### src/rtl/ds_op_sequencer_pkg.sv
// Shared opcodes, DSOP/ALUOP encodings and FSM states for the data-stack op sequencer.
// Pure definitions: no logic, no latency, no flow control.
package ds_op_sequencer_pkg;

  localparam logic [3:0] OP_NOP  = 4'd0;
  localparam logic [3:0] OP_PUSH = 4'd1;
  localparam logic [3:0] OP_DROP = 4'd2;
  localparam logic [3:0] OP_DUP  = 4'd3;
  localparam logic [3:0] OP_ADD  = 4'd4;
  localparam logic [3:0] OP_SUB  = 4'd5;
  localparam logic [3:0] OP_AND  = 4'd6;
  localparam logic [3:0] OP_OR   = 4'd7;
  localparam logic [3:0] OP_CMP  = 4'd8;

  localparam logic [3:0] DSOP_IDLE  = 4'b0000;
  localparam logic [3:0] DSOP_READ  = 4'b0001;
  localparam logic [3:0] DSOP_PUSHW = 4'b0110;
  localparam logic [3:0] DSOP_POP   = 4'b1000;

  localparam logic [2:0] ALU_ADD = 3'b000;
  localparam logic [2:0] ALU_SUB = 3'b001;
  localparam logic [2:0] ALU_AND = 3'b010;
  localparam logic [2:0] ALU_OR  = 3'b110;
  localparam logic [2:0] ALU_CMP = 3'b100;

  typedef enum logic [3:0] {
    ST_IDLE,
    ST_READ_B,
    ST_POP_B,
    ST_GAP_B,
    ST_READ_A,
    ST_POP_A,
    ST_GAP_A,
    ST_EXEC,
    ST_ISSUE,
    ST_GAP,
    ST_DONE
  } state_t;

  function automatic logic [2:0] alu_code(input logic [3:0] op);
    case (op)
      OP_SUB:  return ALU_SUB;
      OP_AND:  return ALU_AND;
      OP_OR:   return ALU_OR;
      OP_CMP:  return ALU_CMP;
      default: return ALU_ADD;
    endcase
  endfunction

endpackage

### src/rtl/ds_depth_tracker.sv
// Stack depth counter plus per-opcode legality check; commits the depth change when an instruction completes.
// Legality is combinational on the offered opcode; the counter updates one cycle after commit_i.
module ds_depth_tracker
  import ds_op_sequencer_pkg::*;
#(
  parameter int DEPTH = 16
) (
  input  logic       clk,
  input  logic       reset_n,
  input  logic [3:0] op_i,
  output logic       legal_o,
  input  logic       commit_i,
  input  logic [3:0] commit_op_i
);

  localparam int DW = $clog2(DEPTH + 1);
  localparam logic [DW-1:0] FULL = DW'(DEPTH);

  logic [DW-1:0] depth_q;

  always_comb begin
    legal_o = 1'b0;
    case (op_i)
      OP_NOP:                                legal_o = 1'b1;
      OP_PUSH:                               legal_o = (depth_q < FULL);
      OP_DROP:                               legal_o = (depth_q >= DW'(1));
      OP_DUP:                                legal_o = (depth_q >= DW'(1)) && (depth_q < FULL);
      OP_ADD, OP_SUB, OP_AND, OP_OR, OP_CMP: legal_o = (depth_q >= DW'(2));
      default:                               legal_o = 1'b0;
    endcase
  end

  // Binary ALU ops consume two entries and push one back; CMP pushes nothing.
  always_ff @(posedge clk) begin
    if (!reset_n) begin
      depth_q <= '0;
    end else if (commit_i) begin
      case (commit_op_i)
        OP_PUSH, OP_DUP:                depth_q <= depth_q + DW'(1);
        OP_DROP, OP_ADD, OP_SUB,
        OP_AND, OP_OR:                  depth_q <= depth_q - DW'(1);
        OP_CMP:                         depth_q <= depth_q - DW'(2);
        default:                        depth_q <= depth_q;
      endcase
    end
  end

endmodule

### src/rtl/ds_op_sequencer.sv
// Expands stack macro-instructions into DSOP/ALUOP cycle sequences; 1 to 12 cycles from accept to done.
// Accepts only in IDLE (no back-to-back accept); DS_DEPTH_CHECK_EN adds depth tracking and rejection.
module ds_op_sequencer
  import ds_op_sequencer_pkg::*;
#(
  parameter int WIDTH = 16,
  parameter int DEPTH = 16
) (
  input  logic             clk,
  input  logic             reset_n,
  input  logic             instr_valid,
  output logic             instr_ready,
  input  logic [3:0]       instr_op,
  input  logic [WIDTH-1:0] instr_imm,
  input  logic [WIDTH-1:0] ds_top,
  input  logic [WIDTH-1:0] alu_result,
  input  logic [1:0]       alu_status,
  output logic [3:0]       DSOP,
  output logic [WIDTH-1:0] ds_data,
  output logic [2:0]       ALUOP,
  output logic [WIDTH-1:0] alu_a,
  output logic [WIDTH-1:0] alu_b,
  output logic             done,
  output logic             err,
  output logic [1:0]       cmp_status
);

  state_t           state_q, state_d;
  logic [3:0]       op_q;
  logic [WIDTH-1:0] opa_q, opb_q, res_q;
  logic             rej_q, issued_q, extra_q;
  logic [3:0]       dsop_q;
  logic [2:0]       aluop_q;
  logic [WIDTH-1:0] data_q, alua_q, alub_q;
  logic             done_q, err_q;
  logic [1:0]       cmp_q;

  logic             accept, depth_ok, reject, need_issue;
  logic [3:0]       issue_op;
  logic [WIDTH-1:0] issue_dat;

  assign instr_ready = (state_q == ST_IDLE);
  assign accept      = instr_valid && instr_ready;
  assign reject      = (instr_op > OP_CMP) || !depth_ok;

`ifdef DS_DEPTH_CHECK_EN
  ds_depth_tracker #(.DEPTH(DEPTH)) u_depth (
    .clk         (clk),
    .reset_n     (reset_n),
    .op_i        (instr_op),
    .legal_o     (depth_ok),
    .commit_i    (done_q && !err_q),
    .commit_op_i (op_q)
  );
`else
  assign depth_ok = 1'b1;
  if (DEPTH < 1) begin : g_depth_param_check
    $error("ds_op_sequencer: DEPTH must be at least 1");
  end
`endif

  // DUP and the binary ALU ops push a value once their reads/EXEC are complete.
  assign need_issue = !issued_q && ((op_q == OP_DUP) || ((op_q >= OP_ADD) && (op_q <= OP_OR)));
  assign issue_op   = (state_q == ST_IDLE) ? instr_op : op_q;
  assign issue_dat  = (state_q == ST_IDLE) ? instr_imm : ((op_q == OP_DUP) ? opa_q : res_q);

  always_comb begin
    state_d = state_q;
    case (state_q)
      ST_IDLE: begin
        if (accept) begin
          if (reject) begin
            state_d = ST_DONE;
          end else begin
            case (instr_op)
              OP_NOP:           state_d = ST_DONE;
              OP_PUSH, OP_DROP: state_d = ST_ISSUE;
              OP_DUP:           state_d = ST_READ_A;
              default:          state_d = ST_READ_B;
            endcase
          end
        end
      end
      ST_READ_B: state_d = ST_POP_B;
      ST_POP_B:  state_d = ST_GAP_B;
      ST_GAP_B:  state_d = ST_READ_A;
      ST_READ_A: state_d = (op_q == OP_DUP) ? ST_GAP : ST_POP_A;
      ST_POP_A:  state_d = ST_GAP_A;
      ST_GAP_A:  state_d = ST_EXEC;
      ST_EXEC:   state_d = ST_GAP;
      ST_ISSUE:  state_d = ST_GAP;
      ST_GAP: begin
        if (extra_q)         state_d = ST_GAP;
        else if (need_issue) state_d = ST_ISSUE;
        else                 state_d = ST_DONE;
      end
      ST_DONE:   state_d = ST_IDLE;
      default:   state_d = ST_IDLE;
    endcase
  end

  // Outputs are decoded from the state being entered so they line up with it.
  always_ff @(posedge clk) begin
    if (!reset_n) begin
      state_q  <= ST_IDLE;
      op_q     <= OP_NOP;
      opa_q    <= '0;
      opb_q    <= '0;
      res_q    <= '0;
      rej_q    <= 1'b0;
      issued_q <= 1'b0;
      extra_q  <= 1'b0;
      dsop_q   <= DSOP_IDLE;
      aluop_q  <= ALU_ADD;
      data_q   <= '0;
      alua_q   <= '0;
      alub_q   <= '0;
      done_q   <= 1'b0;
      err_q    <= 1'b0;
      cmp_q    <= 2'b00;
    end else begin
      state_q <= state_d;
      dsop_q  <= DSOP_IDLE;
      aluop_q <= ALU_ADD;
      done_q  <= 1'b0;
      err_q   <= 1'b0;

      if (accept) begin
        op_q     <= instr_op;
        rej_q    <= reject;
        issued_q <= 1'b0;
      end

      case (state_q)
        ST_READ_B: opb_q <= ds_top;
        ST_READ_A: opa_q <= ds_top;
        ST_EXEC: begin
          res_q   <= alu_result;
          extra_q <= 1'b1;
          if (op_q == OP_CMP) cmp_q <= alu_status;
        end
        ST_GAP:    extra_q <= 1'b0;
        default: ;
      endcase

      case (state_d)
        ST_READ_B, ST_READ_A: dsop_q <= DSOP_READ;
        ST_POP_B, ST_POP_A:   dsop_q <= DSOP_POP;
        ST_ISSUE: begin
          issued_q <= 1'b1;
          if (issue_op == OP_DROP) begin
            dsop_q <= DSOP_POP;
          end else begin
            dsop_q <= DSOP_PUSHW;
            data_q <= issue_dat;
          end
        end
        ST_EXEC: begin
          aluop_q <= alu_code(op_q);
          alua_q  <= opa_q;
          alub_q  <= opb_q;
        end
        ST_DONE: begin
          done_q <= 1'b1;
          err_q  <= (state_q == ST_IDLE) ? reject : rej_q;
        end
        default: ;
      endcase
    end
  end

  assign DSOP       = dsop_q;
  assign ds_data    = data_q;
  assign ALUOP      = aluop_q;
  assign alu_a      = alua_q;
  assign alu_b      = alub_q;
  assign done       = done_q;
  assign err        = err_q;
  assign cmp_status = cmp_q;

endmodule
### config.mk
export PLATFORM = sky130hd
export DESIGN_NAME = ds_op_sequencer
export DESIGN_NICKNAME = d
export VERILOG_FILES = /design/src/rtl/ds_op_sequencer_pkg.sv /design/src/rtl/ds_depth_tracker.sv /design/src/rtl/ds_op_sequencer.sv
export SDC_FILE = /design/constraint.sdc
export NUM_CORES = 1
export LEC_CHECK = 0
export ABC_CLOCK_PERIOD_IN_PS = 3610
export CAP_MARGIN = 20
export CORE_UTILIZATION = 54
export DETAILED_ROUTE_END_ITERATION = 10
export GPL_TIMING_DRIVEN = 0
export HOLD_SLACK_MARGIN = 0.03
export PLACE_DENSITY = 0.84
export SLEW_MARGIN = 10
export SYNTH_ARGS = -nofsm -noshare
export SYNTH_HDL_FRONTEND = slang
export SYNTH_SLANG_ARGS = --single-unit
### constraint.sdc
create_clock -name clk -period 3.61 [get_ports clk]
set_input_delay 0.722 -clock clk [delete_from_list [all_inputs] [get_ports clk]]
set_output_delay 0.722 -clock clk [all_outputs]
set_load 0.005 [all_outputs]
* After elaboration in Yosys (flattened, before gate mapping)
Cells that the tools add are included.
** Storage, ports and cells
- Output and inout bits :: 60
- Register bits :: 118
- Input bits :: 57
** Cells by class
- Reduce and logical (&&, ||, !) cells :: 17
- Bitwise gates (word level) :: 1
- Eq/ne operators :: 25
- Muxes and demuxes :: 18
- Magnitude comparators :: 3
** Operators by type and width (number)
- 4-bit by 3-bit == test with 1-bit output, second input constant :: 10
- 4-bit one-hot mux with 9 select lines :: 1
- 16-bit two-way mux :: 2
- 4-bit by 2-bit == test with 1-bit output, second input constant :: 7
- 4-bit one-hot mux with 3 select lines :: 2
- 4-bit == test, second input constant :: 5
- 4-bit two-way mux :: 5
- 4-bit by 1-bit == test with 1-bit output, second input constant :: 3
- 3-bit one-hot mux with 4 select lines :: 1
- 4-bit logical NOT :: 2
- 2-bit AND reduction :: 4
- 2-bit OR reduction :: 4
- 4-bit by 3-bit greater-or-equal comparator with 1-bit output, second input constant :: 1
- 4-bit greater-than comparator, second input constant :: 1
- 4-bit by 3-bit <= comparator with 1-bit output, second input constant :: 1
- 1-bit two-way mux :: 4
- 2-bit two-way mux :: 2
- 2-bit nonzero test :: 2
- 1-bit logical AND :: 3
- 1-bit one-hot mux with 2 select lines :: 1
- 1-bit logical NOT :: 1
- 1-bit logical OR :: 1
- 1-bit NOT :: 1

* Logic depth before layout (Yosys ltp)
Gate-level depths: netlist of run 1.
- Depth in word-level cells :: 10
- Mapped depth :: 9
- Depth with buffers taken out :: 6

* Worst setup path before layout of run 1
OpenSTA, ideal clock, no wires.
- Path type :: in2reg
- Start point :: input instr_op[3]
- End point :: register data_q[10] (netlist: ds_data[10])
- Library setup time :: 0.123 ns
- Buffers on the path :: 2
- Required time :: 3.487 ns
- Path slack :: 1.511 ns
- Data arrival time :: 1.976 ns
- Stages :: 6
- Cell sequence :: clkbuf_1 > mux2_2 > o21ai_4 > nand4_4 > buf_6 > mux2i_1
** On the way
- Cells in the longest elaborated chain, start to end :: 8
- Elaborated cells between the ends (all ways) :: 15
** Ends and longest elaborated chain
- start, declared :: line ds_op_sequencer.sv:13 : input logic [3:0] instr_op,
- 4-bit by 1-bit == test with 1-bit output or 4-bit by 2-bit == test with 1-bit output (tied branches) :: line ds_op_sequencer.sv:75 : case (instr_op)
- 2-bit OR reduction :: line ds_op_sequencer.sv:75
- 4-bit one-hot mux with 3 select lines :: line ds_op_sequencer.sv:75
- 4-bit two-way mux :: line ds_op_sequencer.sv:72 : if (reject) begin
- 4-bit two-way mux :: line ds_op_sequencer.sv:71 : if (accept) begin
- 4-bit one-hot mux with 9 select lines :: line ds_op_sequencer.sv:69 : case (state_q)
- 4-bit == test :: line ds_op_sequencer.sv:146 : case (state_d)
- 2-bit AND reduction (no source line) (*)
- end signal, assigned :: line ds_op_sequencer.sv:155 : data_q <= issue_dat;
- end, declared :: line ds_op_sequencer.sv:34 : logic [WIDTH-1:0] data_q, alua_q, alub_q;
Every way passes the cells marked *; elsewhere a longest branch is shown, timed or not.
A chain may end at the register's enable or synchronous reset.

* Worst setup path after layout of run 1
- Start point :: register state_q[1]
- End point :: output instr_ready
** On the way
- Cells in the longest elaborated chain, start to end :: 1
** Ends and longest elaborated chain
- start, declared :: line ds_op_sequencer.sv:28 : state_t state_q, state_d;
- start signal, assigned :: line ds_op_sequencer.sv:122 : state_q <= state_d;
- 4-bit logical NOT :: line ds_op_sequencer.sv:42 : assign instr_ready = (state_q == ST_IDLE);
- end, declared :: line ds_op_sequencer.sv:12 : output logic instr_ready,
No other way between the ends.

==> results.sh, run 1 <==
export IMPL_crit_end="instr_ready"
export IMPL_seq_area_um2=2342
export IMPL_fin_nets=789
export IMPL_hpwlAfterDp_um=9784
export IMPL_final_util_pct=78.29
export IMPL_die_x_um=98.15
export IMPL_start_kind="register"
export IMPL_ys_types=49
export IMPL_period_share_pct=81.29
export IMPL_grt_usage_pct=29.13
export IMPL_p_leak_nw=2.401
export IMPL_max_freq_mhz=340.8
export IMPL_hold_viol=0
export IMPL_critPathLaunch="state_q[1]"
export IMPL_slew_headroom_pct=41.48
export IMPL_clock_latency_ns=0.51
export IMPL_finalWeightedCongestion=0.9425
export IMPL_worst_path_largest_cell_delay_ns=0.53
export IMPL_worstReg2RegStart="state_q[1]"
export IMPL_row_count=34
export IMPL_grt_max_degree=17
export IMPL_viasPerCell=5.505
export IMPL_first_iter_violations=271
export IMPL_power_w=0.004616
export IMPL_cts_sinks=117
export IMPL_yosysWarnings=0
export IMPL_arrival_ns=2.21
export IMPL_gr_total_overflow=0
export IMPL_crit_required_ns=2.89
export IMPL_grt_antenna_before_repair=0
export IMPL_skew_ns=0.008435
export IMPL_die_h_um=98.15
export IMPL_period_minus_slack_ns=2.935
export IMPL_multi_input_area_um2=2422
export IMPL_hold_buffers=0
export IMPL_cts_max_level=4
export IMPL_cp_slowest_cell="or4_4"
export IMPL_power_density_nw_per_um2=666.3
export IMPL_nFillCells=584
export IMPL_cp_common_cell="buf_6"
export IMPL_synthArstFlopShare_pct=0
export IMPL_crit_type="register to output port"
export IMPL_ff2ff_path_depth=7
export IMPL_pin_count=117
export IMPL_syn_area_um2=4992
export IMPL_clk_path_buf_depth=2
export IMPL_root_buffer="clkbuf_8"
export IMPL_initial_utilization_pct=56.42
export IMPL_status="finished, violations left"
export IMPL_worstPathCellList="buf_6 -> or4_4 -> buf_6 -> clkinv_8 -> clkdlybuf4s50_1"
export IMPL_dieArea_um2=9633
export IMPL_drv_cap=0
export IMPL_cts_setup_buffers=0
export IMPL_core_um2=8848
export IMPL_syn_avg_cell_area_um2=8.334
export IMPL_area_growth_pct=38.77
export IMPL_setup_tns_final_ns=0
export IMPL_wl_per_cell_um=15.92
export IMPL_ff2ff_setup_slack_ns=1.20
export IMPL_timing_rr_end="ds_data[9]"
export IMPL_worstPathMaxFanout=10
export IMPL_route_detailed_drc=7
export IMPL_endpoint_kind="output port"
export IMPL_synth_enable_flop_cells=0
export IMPL_drive_gt1_share_pct=6.309
export IMPL_drt_pass1_iter_count=8
export IMPL_holdCritPathClass="register to register"
export IMPL_cts_inserted_buffers=17
export IMPL_vias=4696
export IMPL_ys_seq_area_share_pct=46.92
export IMPL_grt_pass1_vias=4674
export IMPL_diodes=0
export IMPL_cts_resized=0
export IMPL_clkSlewWorstSetupHoldPaths_ns=0.06
export IMPL_synthCells=599
export IMPL_wl_um=13580
export IMPL_ant_nets=0
export IMPL_violations="DRC"
export IMPL_io_buffers=114
export IMPL_finalMaxSlewViolations=0
export IMPL_synth_nets=656
export IMPL_finalSetupViolations=0
export IMPL_ys_flop_type="dfxtp_1"
export IMPL_tightest_slew_ns=0.8711
export IMPL_cts_tree="done"
export IMPL_rsz0062_at_grt="no"
export IMPL_peakVddDrop_v=0.0004717
export IMPL_yosys_register_bits=117
export IMPL_grt_pass1_wl_um=22080
==> power breakdown <==
group          switching, W  internal, W  leakage [nW]
sequential        0.0000880      0.00143         0.946
combinational      0.000673     0.000549          1.14
clock              0.000599      0.00128         0.318
total               0.00136      0.00326          2.40
==> how the worst min path moves through the flow <==
| stage | end | slack (ns) | cells after the start | from |
|---|---|---|---|---|
| after floorplan | alu_b[15] | 0.44 | 2 | opb_q[15] |
| after global placement | ds_data[15] | 0.45 | 2 | ds_data[15] |
| after detailed placement | ds_data[5] | 0.46 | 2 | ds_data[5] |
| after CTS | alu_b[8] | 0.46 | 2 | alu_b[8] |
| after global routing | alu_a[1] | 0.48 | 2 | alu_a[1] |
| final | alu_b[8] | 0.46 | 2 | alu_b[8] |
==> cell usage after synthesis (2+ instances only) <==
master | instances | share of area [%]
mux2i_1 | 17 | 3.4
nor4b_1 | 2 | 0.35
nor2b_1 | 8 | 1.0
buf_1 | 4 | 0.30
nand2_1 | 219 | 16
nand3b_1 | 2 | 0.30
buf_6 | 3 | 0.68
a21oi_1 | 5 | 0.50
o21a_1 | 2 | 0.30
nor3_1 | 3 | 0.30
clkbuf_1 | 38 | 2.9
o21ai_0 | 5 | 0.50
nand2b_1 | 3 | 0.38
o211ai_1 | 17 | 2.6
dfxtp_1 | 117 | 47
and2_1 | 3 | 0.38
nand3_1 | 25 | 2.5
and3_1 | 2 | 0.25
and4_1 | 2 | 0.35
and4b_1 | 2 | 0.40
xnor2_1 | 2 | 0.35
a21boi_0 | 87 | 13
nor2_1 | 3 | 0.23
inv_1 | 2 | 0.15
nor4b_2 | 2 | 0.60
==> cells in the final DEF (no fill, tap or decap), drive strengths merged, types with 2 or more instances in the layout <==
cell           count
a21boi            87
a21oi              5
and2               3
and3               2
and4               2
and4b              2
buf                9
bufinv             6
clkbuf            57
clkdlybuf4s50    114
clkinv             5
clkinvlp           2
dfxtp            117
inv                3
mux2i             17
nand2            220
nand2b             3
nand3             25
nand3b             2
nor2               3
nor2b              8
nor3               3
nor4b              4
o211ai            17
o21a               2
o21ai              6
o221a              2
xnor2              2
==> sequential cells by signal (all words and copies together) (netlist names) <==
| name | cells |
|---|---|
| alu_a | 16 |
| alu_b | 16 |
| ds_data | 16 |
| opa_q | 16 |
| opb_q | 16 |
| res_q | 16 |
| op_q | 4 |
| state_q | 4 |
| ALUOP | 3 |
| DSOP | 3 |
| cmp_status | 2 |
| done | 1 |
| err | 1 |
| extra_q | 1 |
| issued_q | 1 |
| rej_q | 1 |
==> stage by stage <==
step           hold slack (ns)  std cells  worst slack (ns)  cell area (µm²)
3_3_place_gp            0.4485        821            0.8410             6269
4_1_cts                 0.4643        853            0.6610             6928
5_1_grt                 0.4836        853            0.6246             6928
2_1_floorplan           0.4412        599             1.511             4992
6_report                0.4589        853            0.6755             6928
3_5_place_dp            0.4559        821            0.7230             6269
==> worst max-delay path: cells and delay by family (launching register included) <==
family                 cells  cell delay, ns
flip-flops                 1            0.31
AND/OR/NAND/NOR            1            0.53
buffers and inverters      4            0.86
==> layer usage <==
layer	vias to the layer above	GRT usage [%]	wire length, µm
met2	193	49.78	6580
met1	2186	35.95	5796
met4	0	11.02	271
met5	-	0	0
li1	2289	-	-
met3	28	6.442	933
==> cell families (layout without fill, tap and decap cells) <==
family	Yosys count	count (layout)	synth area share [%]
mux	18	18	3.634
buf+inv	50	196	4.561
simple gates	285	285	25.34
flops	117	117	46.92
xor+xnor	2	2	0.3509
compound gates	127	127	19.20
==> cell type report <==
type,instances,area share (%)
clock inverters,13,3.287
multi-input cells,432,34.96
inverters,3,0.3431
repair buffers,114,16.47
well taps,108,1.951
plain buffers,47,2.944
clock buffers,19,6.231
flip-flops and latches,117,33.81
(Power assumes the default switching activity.)
==> run 2: changes to the inputs <==
ABC_CLOCK_PERIOD_IN_PS = 2500   (was 3610)
CORE_UTILIZATION = 45   (was 54)
PLACE_DENSITY = 0.74   (was 0.84)
clock period = 2.5 ns   (was 3.61 ns; I/O delays follow)
==> results.sh, run 2 (synthesis results as in run 1) <==
export IMPL_status="completed"
export IMPL_grt_pass1_wl_um=21360
export IMPL_wl_met2_um=6218
export IMPL_seq_area_um2=2342
export IMPL_timing_rr_end="ds_data[8]"
export IMPL_peakVddDrop_v=0.0004961
export IMPL_met1Wirelength_um=5938
export IMPL_period_minus_slack_ns=2.398
export IMPL_clock_latency_ns=0.52
export IMPL_period_share_pct=95.91
export IMPL_grt_max_degree=17
export IMPL_final_util_pct=63.91
export IMPL_final_common_cell="nand2_1"
export IMPL_drv_cap=0
export IMPL_holdCritPathClass="primary input to register"
export IMPL_min_path_cells=2
export IMPL_wl_um=13320
export IMPL_vias=4604
export IMPL_clk_path_buf_depth=2
export IMPL_pin_count=117
export IMPL_placed_area_um2=6309
export IMPL_multi_input_area_um2=2436
export IMPL_initial_utilization_pct=46.05
export IMPL_whs_ns=0.3661
export IMPL_tightest_slew_ns=0.7465
export IMPL_cts_sinks=117
export IMPL_row_count=38
export IMPL_clkSlewWorstSetupHoldPaths_ns=0.06
export IMPL_cts_max_level=4
export IMPL_crit_type="register to register"
export IMPL_diodes=0
export IMPL_grt_usage_pct=24.23
export IMPL_crit_required_ns=2.95
export IMPL_slew_headroom_pct=49.53
export IMPL_highest_layer="met4"
export IMPL_hpwlAfterDp_um=9899
export IMPL_grt_antenna_before_repair=0
export IMPL_hold_viol=0
export IMPL_dieArea_um2=11520
export IMPL_ff2ff_setup_slack_ns=0.10
export IMPL_drive_gt1_share_pct=6.702
export IMPL_fin_nets=790
export IMPL_worstReg2RegStart="state_q[1]"
export IMPL_final_cell_mix="nand2_1 (219), dfxtp_1 (117), clkdlybuf4s50_1 (113), a21boi_0 (87), clkbuf_1 (38)"
export IMPL_io_buffers=114
export IMPL_cts_tree="done"
export IMPL_root_buffer="clkbuf_8"
export IMPL_wl_per_cell_um=15.03
export IMPL_die_h_um=107.3
export IMPL_worstPathMaxFanout=10
export IMPL_grt_pass1_vias=4443
export IMPL_area_growth_pct=38.77
export IMPL_fin_area_um2=6928
export IMPL_power_density_nw_per_um2=923.0
export IMPL_endpoint_kind="register"
export IMPL_route_detailed_drc=0
export IMPL_p_leak_nw=2.391
export IMPL_viasPerCell=5.196
export IMPL_core_um2=10840
export IMPL_arrival_ns=2.84
export IMPL_skew_ns=0.009845
export IMPL_first_iter_violations=255
export IMPL_min_to="alu_b[10]"
export IMPL_max_freq_mhz=417.1
export IMPL_start_kind="register"
export IMPL_ff2ff_path_depth=9
export IMPL_routed_wl_met3_um=822
export IMPL_drt_pass1_iter_count=5
export IMPL_finalWeightedCongestion=0.8608
export IMPL_hp_start="reset_n"
export IMPL_finalMaxSlewViolations=0
export IMPL_power_w=0.006394
export IMPL_nFillCells=925
export IMPL_ant_nets=0
export IMPL_finalSetupViolations=0
export IMPL_cts_inserted_buffers=17
export IMPL_die_x_um=107.3
export IMPL_gr_total_overflow=0
[run 2: timing repair]
action                                  in CTS  in global routing
resized for setup                            3                  4
gates cloned                                 0                  0
setup buffers                                1                  0
hold endpoints to repair                     0                  0
pin swaps                                    1                  0
hold buffers                                 0                  0
endpoints found under the setup margin       1                 17
[run 2: cell type report]
type                       instances  share of cell area [%]
buffer                            47                   3.088
clock buffer                      19                   6.231
clock inverter                    13                   2.276
inverter                           3                  0.3431
multi-input combinational        432                   35.16
sequential                       117                   33.81
tap                              140                   2.528
timing repair buffer             115                   16.56
[run 2: worst max-delay path, stage by stage, from the launching register on]
cell     delay (ns)
dfxtp_1        0.30
buf_6          0.14
or4_4          0.50
buf_12         0.15
buf_4          0.17
nor4_1         0.27
a21oi_1        0.15
nand4_4        0.22
buf_6          0.21
mux2i_1        0.21
[run 2: worst max-delay path by stage]
stage	startpoint	to	slack, ns	cells after the start
floorplan	state_q[1]	ds_data[10]	0.43	9
global placement	instr_op[0]	ds_data[12]	-0.04	7
detailed placement	instr_op[0]	ds_data[9]	-0.10	7
CTS	state_q[1]	instr_ready	0.10	5
global route	state_q[3]	ds_data[7]	-0.01	7
finish	state_q[1]	ds_data[8]	0.10	9
[run 2: routing by layer]
metal | vias to the layer above | track usage, %
met5 | - | 0
met3 | 30 | 5.932
met2 | 162 | 39.31
li1 | 2282 | -
met4 | 0 | 11.94
met1 | 2130 | 30.02
[run 2: where the power goes]
part,internal (W),switching [W]
registers,0.00207,0.000132
logic,0.000828,0.000982
clock network,0.00154,0.000849
[run 2: per-stage QoR]
step	setup TNS [ns]	cells	worst slack (ns)
2_1_floorplan	0	599	0.4312
3_3_place_gp	-0.3490	853	-0.03774
3_5_place_dp	-0.8955	853	-0.1041
4_1_cts	0	886	0.1049
5_1_grt	-0.01353	886	-0.01058
6_report	0	886	0.1023
